==> src/rtl/mvau_weight_fetch.sv <==
// Weight-fetch sequencer: sweeps the weight memory read address, absorbs the
// 1-cycle read latency and streams weight words to the PE over valid/ready.
module mvau_weight_fetch #(
    parameter int unsigned SIMD         = 2,
    parameter int unsigned TW           = 1,
    parameter int unsigned WMEM_DEPTH   = 4,
    parameter int unsigned WMEM_ADDR_BW = 4
) (
    input  logic                    aclk,
    input  logic                    areset,
    input  logic                    fetch_en,
    output logic [WMEM_ADDR_BW-1:0] wmem_addr,
    input  logic [SIMD*TW-1:0]      wmem_in,
    output logic                    w_valid,
    input  logic                    w_ready,
    output logic [SIMD*TW-1:0]      w_data,
    output logic                    w_last
);

    localparam int unsigned DW = SIMD * TW;
    localparam logic [WMEM_ADDR_BW-1:0] ADDR_LAST = WMEM_ADDR_BW'(WMEM_DEPTH - 1);

    logic [WMEM_ADDR_BW-1:0] addr_cnt;
    logic                    pend;
    logic                    pend_last;
    logic [DW-1:0]           head_data;
    logic [DW-1:0]           tail_data;
    logic                    head_last;
    logic                    tail_last;
    logic [1:0]              occ;

    logic       pop;
    logic       issue;
    logic       at_last;
    logic [2:0] fill;

    // A read is issued only if its word is guaranteed a FIFO slot, counting
    // the read still in flight and any word leaving this cycle.
    always_comb begin
        pop     = (occ != 2'd0) && w_ready;
        fill    = 3'(occ) + 3'(pend);
        issue   = fetch_en && (fill < (3'd2 + 3'(pop)));
        at_last = (addr_cnt == ADDR_LAST);
    end

    always_ff @(posedge aclk) begin
        if (areset) begin
            addr_cnt  <= '0;
            pend      <= 1'b0;
            pend_last <= 1'b0;
        end else if (issue) begin
            pend      <= 1'b1;
            pend_last <= at_last;
            addr_cnt  <= at_last ? '0 : addr_cnt + WMEM_ADDR_BW'(1);
        end else begin
            pend      <= 1'b0;
        end
    end

    always_ff @(posedge aclk) begin
        if (areset) begin
            occ       <= '0;
            head_data <= '0;
            head_last <= 1'b0;
            tail_data <= '0;
            tail_last <= 1'b0;
        end else begin
            case ({pend, pop})
                2'b10: begin
                    if (occ == 2'd0) begin
                        head_data <= wmem_in;
                        head_last <= pend_last;
                    end else begin
                        tail_data <= wmem_in;
                        tail_last <= pend_last;
                    end
                    occ <= occ + 2'd1;
                end
                2'b01: begin
                    head_data <= tail_data;
                    head_last <= tail_last;
                    occ       <= occ - 2'd1;
                end
                2'b11: begin
                    if (occ == 2'd1) begin
                        head_data <= wmem_in;
                        head_last <= pend_last;
                    end else begin
                        head_data <= tail_data;
                        head_last <= tail_last;
                        tail_data <= wmem_in;
                        tail_last <= pend_last;
                    end
                end
                default: ;
            endcase
        end
    end

    assign wmem_addr = addr_cnt;
    assign w_valid   = (occ != 2'd0);
    assign w_data    = head_data;
    assign w_last    = head_last;

endmodule

==> config.mk <==
export PLATFORM = sky130hd
export DESIGN_NAME = mvau_weight_fetch
export DESIGN_NICKNAME = d
export VERILOG_FILES = /design/src/rtl/mvau_weight_fetch.sv
export SDC_FILE = /design/constraint.sdc
export NUM_CORES = 1
export LEC_CHECK = 0
export CELL_PAD_IN_SITES_DETAIL_PLACEMENT = 0
export CELL_PAD_IN_SITES_GLOBAL_PLACEMENT = 1
export CORE_MARGIN = 2
export CORE_UTILIZATION = 34
export CTS_CLUSTER_SIZE = 10
export DETAILED_ROUTE_END_ITERATION = 12
export GPL_TIMING_DRIVEN = 0
export PLACE_DENSITY_LB_ADDON = 0.1
export SYNTH_ARGS = -nofsm -noshare
export SYNTH_HDL_FRONTEND = slang
export SYNTH_SLANG_ARGS = --single-unit
==> constraint.sdc <==
create_clock -name aclk -period 1.72 [get_ports aclk]
set_input_delay 0.344 -clock aclk [delete_from_list [all_inputs] [get_ports aclk]]
set_output_delay 0.344 -clock aclk [all_outputs]
set_load 0.02 [all_outputs]
==> summary.md <==
• outcome: finished clean
• Achievable Freq: 593 MHz
• Crit Path Max Fanout: 4
• clock latency on the worst-skew pair: 0.29 ns
• launching point of the worst reg2reg path: pend
• minimum setup slack after placement: -0.589 ns
• area leader, netlist: sky130_fd_sc_hd__dfxtp_1
• synthesized area divided by synthesized cell count: 9.43 um^2
• clock tree buffer depth: 2
• via count: 650
• Critical Path RT: 1.90 ns
• placed wire-length estimate: 1160 um
• number of global-route vias before repair: 647
• CTS clk-pin slew, worst paths: 0.09 ns
• worst ir drop on vdd: 0.590 mV
• clock tree from TritonCTS: yes
• ANT nets after route: 0
• Worst Hold Launch: areset
• die height: 52.3 um
• Fin Clk Skew: 0.00680 ns
• starting utilization of the core area: 35.8%
• fraction of the mapped netlist area in adder cells: 11.1%
• type of origin of the critical path: flop
• clock buffers created by TritonCTS: 3
• post-synthesis instance area: 792 um^2
• depth of the CTS H-tree: 1
• buffer type at the clock tree root: sky130_fd_sc_hd__clkbuf_4
• classification of the worst setup path: flop to flop
• quantity of hold-fixing buffers added after cts: 0
• Overall Power: 1.63 mW
• setup_tns: 0 ns
• unrepaired setup endpoints after global routing: true
• total global-route track usage: 15.1%
• number of remaining DRC errors: 0
• layout cells sized above 1: 23.6%
• headroom to the max-slew limit: 68.7%
• floorplan die area: 0.00273 mm^2
• drt initial violations: 1
• Avg Vias per Cell: 4.85
• Seq/Total Area, Yosys: 35.4%
• #FFs+latches synth: 14
• Yosys cell types: 27
• Period Utilization, post-route: 98.1%
• fraction of the mapped netlist area in compound gates: 16.3%
• final worst setup slack: 0.0323 ns
• count of pins on the block boundary: 14
• total of warnings raised by yosys: 0
• CP startpoint: pend
• simple-gate share of the synthesized area: 19.4%
• Cells after Synth: 84
• post-route worst hold slack: 0.448 ns
• antenna violations before repair: 0
• Cells after DPL: 124
• biggest area contributors in the synthesized netlist: sky130_fd_sc_hd__dfxtp_1 35%, sky130_fd_sc_hd__ha_1 11%, sky130_fd_sc_hd__nand2b_1 7.9%
• number of non-filler instances in the completed layout: 134
• Min-Delay Path Class: input port to flop
• worst slew pin tran: 0.470 ns
• footprint of the multi-input gates: 522 um^2
• number of inserted filler cells in the final layout: 235
• Synth Area in XOR/XNOR: 1.11%
• largest net degree at the start of global routing: 11
• largest family of logic cells by synthesized area: simple AND/OR/NAND/NOR gates
• core area: 0.00221 mm^2
• static leakage: 0.446 nW
• multiplexer share of the synthesized area: 11.1%
• wire length of the first global-routing pass: 2930 um
• final max-slew violation count: 0
• cell area power density: 1490 mW/mm^2
• Post-layout nets: 121
• Final Hold Fails: 0
• Std-Cell Rows: 17
• count of endpoints failing setup in the final report: 0
• worst reg2reg setup slack: 0.03 ns
• GPL Wtd Cong: 0.683
• PortBufs: 12
• arrival time at the worst endpoint: 1.87 ns
• top-area cell type share of the netlist area: 35.4%
• Post-Route WL: 1640 um
• drt pass-1 iters: 2
• count of clock tree sinks: 14
• synthesized net count: 97
• horizontal die dimension: 52.3 um
• Layout area overhead: 37.4%
• max-cap check violation count: 0
• combined flip-flop and latch cell area: 289 um^2
• mean routed wirelength per cell: 12.2 um
• overflow left after global routing: 0
• number of diodes added for antenna fixing: 0
• clock period minus final worst setup slack: 1.69 ns
• endpoint class of the critical path: flop
==> power by group <==
group          internal [mW]  switching, mW  leakage (nW)
clock                 0.0814          0.112        0.0138
combinational          0.505          0.440         0.316
sequential             0.418         0.0701         0.116
==> through the flow <==
step           cell area [um^2]  utilization, %
6_report                   1090            49.2
5_1_grt                    1090            49.2
4_1_cts                    1020            46.2
3_5_place_dp                955            43.2
3_3_place_gp                955            43.2
2_1_floorplan               800               -
==> cell usage after synthesis <==
library cell / number
sky130_fd_sc_hd__mux2_4: 1
sky130_fd_sc_hd__nand3_1: 2
sky130_fd_sc_hd__nor3_1: 1
sky130_fd_sc_hd__a21oi_1: 3
sky130_fd_sc_hd__a21o_1: 1
sky130_fd_sc_hd__mux2_2: 2
sky130_fd_sc_hd__nor2_1: 3
sky130_fd_sc_hd__o32ai_1: 4
sky130_fd_sc_hd__ha_1: 7
sky130_fd_sc_hd__nor2b_1: 2
sky130_fd_sc_hd__nand2_1: 1
sky130_fd_sc_hd__a21bo_2: 1
sky130_fd_sc_hd__or3b_4: 1
sky130_fd_sc_hd__nand3b_1: 1
sky130_fd_sc_hd__or2b_1: 1
sky130_fd_sc_hd__a211o_1: 1
sky130_fd_sc_hd__dfxtp_1: 14
sky130_fd_sc_hd__and2_1: 1
sky130_fd_sc_hd__clkbuf_1: 2
sky130_fd_sc_hd__inv_1: 10
sky130_fd_sc_hd__mux2i_1: 5
sky130_fd_sc_hd__o21a_1: 1
sky130_fd_sc_hd__or3b_1: 1
sky130_fd_sc_hd__xor2_1: 1
sky130_fd_sc_hd__a211oi_1: 6
sky130_fd_sc_hd__nand2b_1: 10
sky130_fd_sc_hd__nor3b_1: 1
==> placed cells by master, fill, tap and decap left out, types with 2 or more instances in the layout <==
master                            instances
sky130_fd_sc_hd__a211oi_1                 5
sky130_fd_sc_hd__a21oi_1                  2
sky130_fd_sc_hd__buf_4                    7
sky130_fd_sc_hd__clkbuf_1                 2
sky130_fd_sc_hd__clkbuf_4                 3
sky130_fd_sc_hd__clkdlybuf4s50_1          9
sky130_fd_sc_hd__dfxtp_1                 11
sky130_fd_sc_hd__dfxtp_4                  2
sky130_fd_sc_hd__dlygate4sd2_1            2
sky130_fd_sc_hd__ha_1                     5
sky130_fd_sc_hd__ha_4                     2
sky130_fd_sc_hd__inv_1                    8
sky130_fd_sc_hd__mux2_4                   2
sky130_fd_sc_hd__mux2i_1                  5
sky130_fd_sc_hd__nand2b_1                10
sky130_fd_sc_hd__nand3_1                  2
sky130_fd_sc_hd__nor2_1                   3
sky130_fd_sc_hd__nor2b_1                  2
sky130_fd_sc_hd__o32ai_1                  4
==> metal layers <==
| layer | GRT usage (%) | wire length, um | up-vias |
|---|---|---|---|
| li1 | - | - | 342 |
| met1 | 21.2 | 858 | 294 |
| met2 | 21.5 | 686 | 9 |
| met3 | 3.43 | 49 | 5 |
| met4 | 7.69 | 42 | 0 |
| met5 | 0 | 0 | - |
==> cell families after synthesis <==
logic type / Yosys count
flip-flops: 14
AO/OA/AOI/OAI: 17
multiplexers: 8
buffers and inverters: 12
adder cells (fa/ha/maj): 7
XOR/XNOR: 1
AND/OR/NAND/NOR: 25
==> critical path: stages, from the launching register on <==
cell,delay [ns]
sky130_fd_sc_hd__dfxtp_4,0.36
sky130_fd_sc_hd__ha_4,0.22
sky130_fd_sc_hd__or3b_4,0.41
sky130_fd_sc_hd__a211oi_2,0.27
sky130_fd_sc_hd__mux2_4,0.32
==> cell type report <==
type	count	area share, %
plain buffers	2	0.690
clock buffers	3	2.07
inverters	10	3.68
multi-input cells	58	47.9
flip-flops and latches	14	26.6
well taps	28	3.22
repair buffers	19	15.9
==> flip-flops by register name (all words and copies together) (netlist names) <==
name and flops:
wmem_addr 4, occ 2, tail_data 2, w_data 2
pend 1, pend_last 1, tail_last 1, w_last 1
==> final timing paths <==
check / endpoint / cells after the start
max: wmem_addr[3] / 4
min: pend / 2
max reg2reg: wmem_addr[3] / 4
min reg2reg: w_last / 2
==> repair_timing <==
action                                  4_1_cts  5_1_grt
gates resized for setup                      10        8
buffers inserted                              2        5
endpoints found under the setup margin        9       10
gates cloned                                  0        0
pin swaps                                     2        4
hold endpoints to repair                      0        0
(Power assumes the default switching activity.)
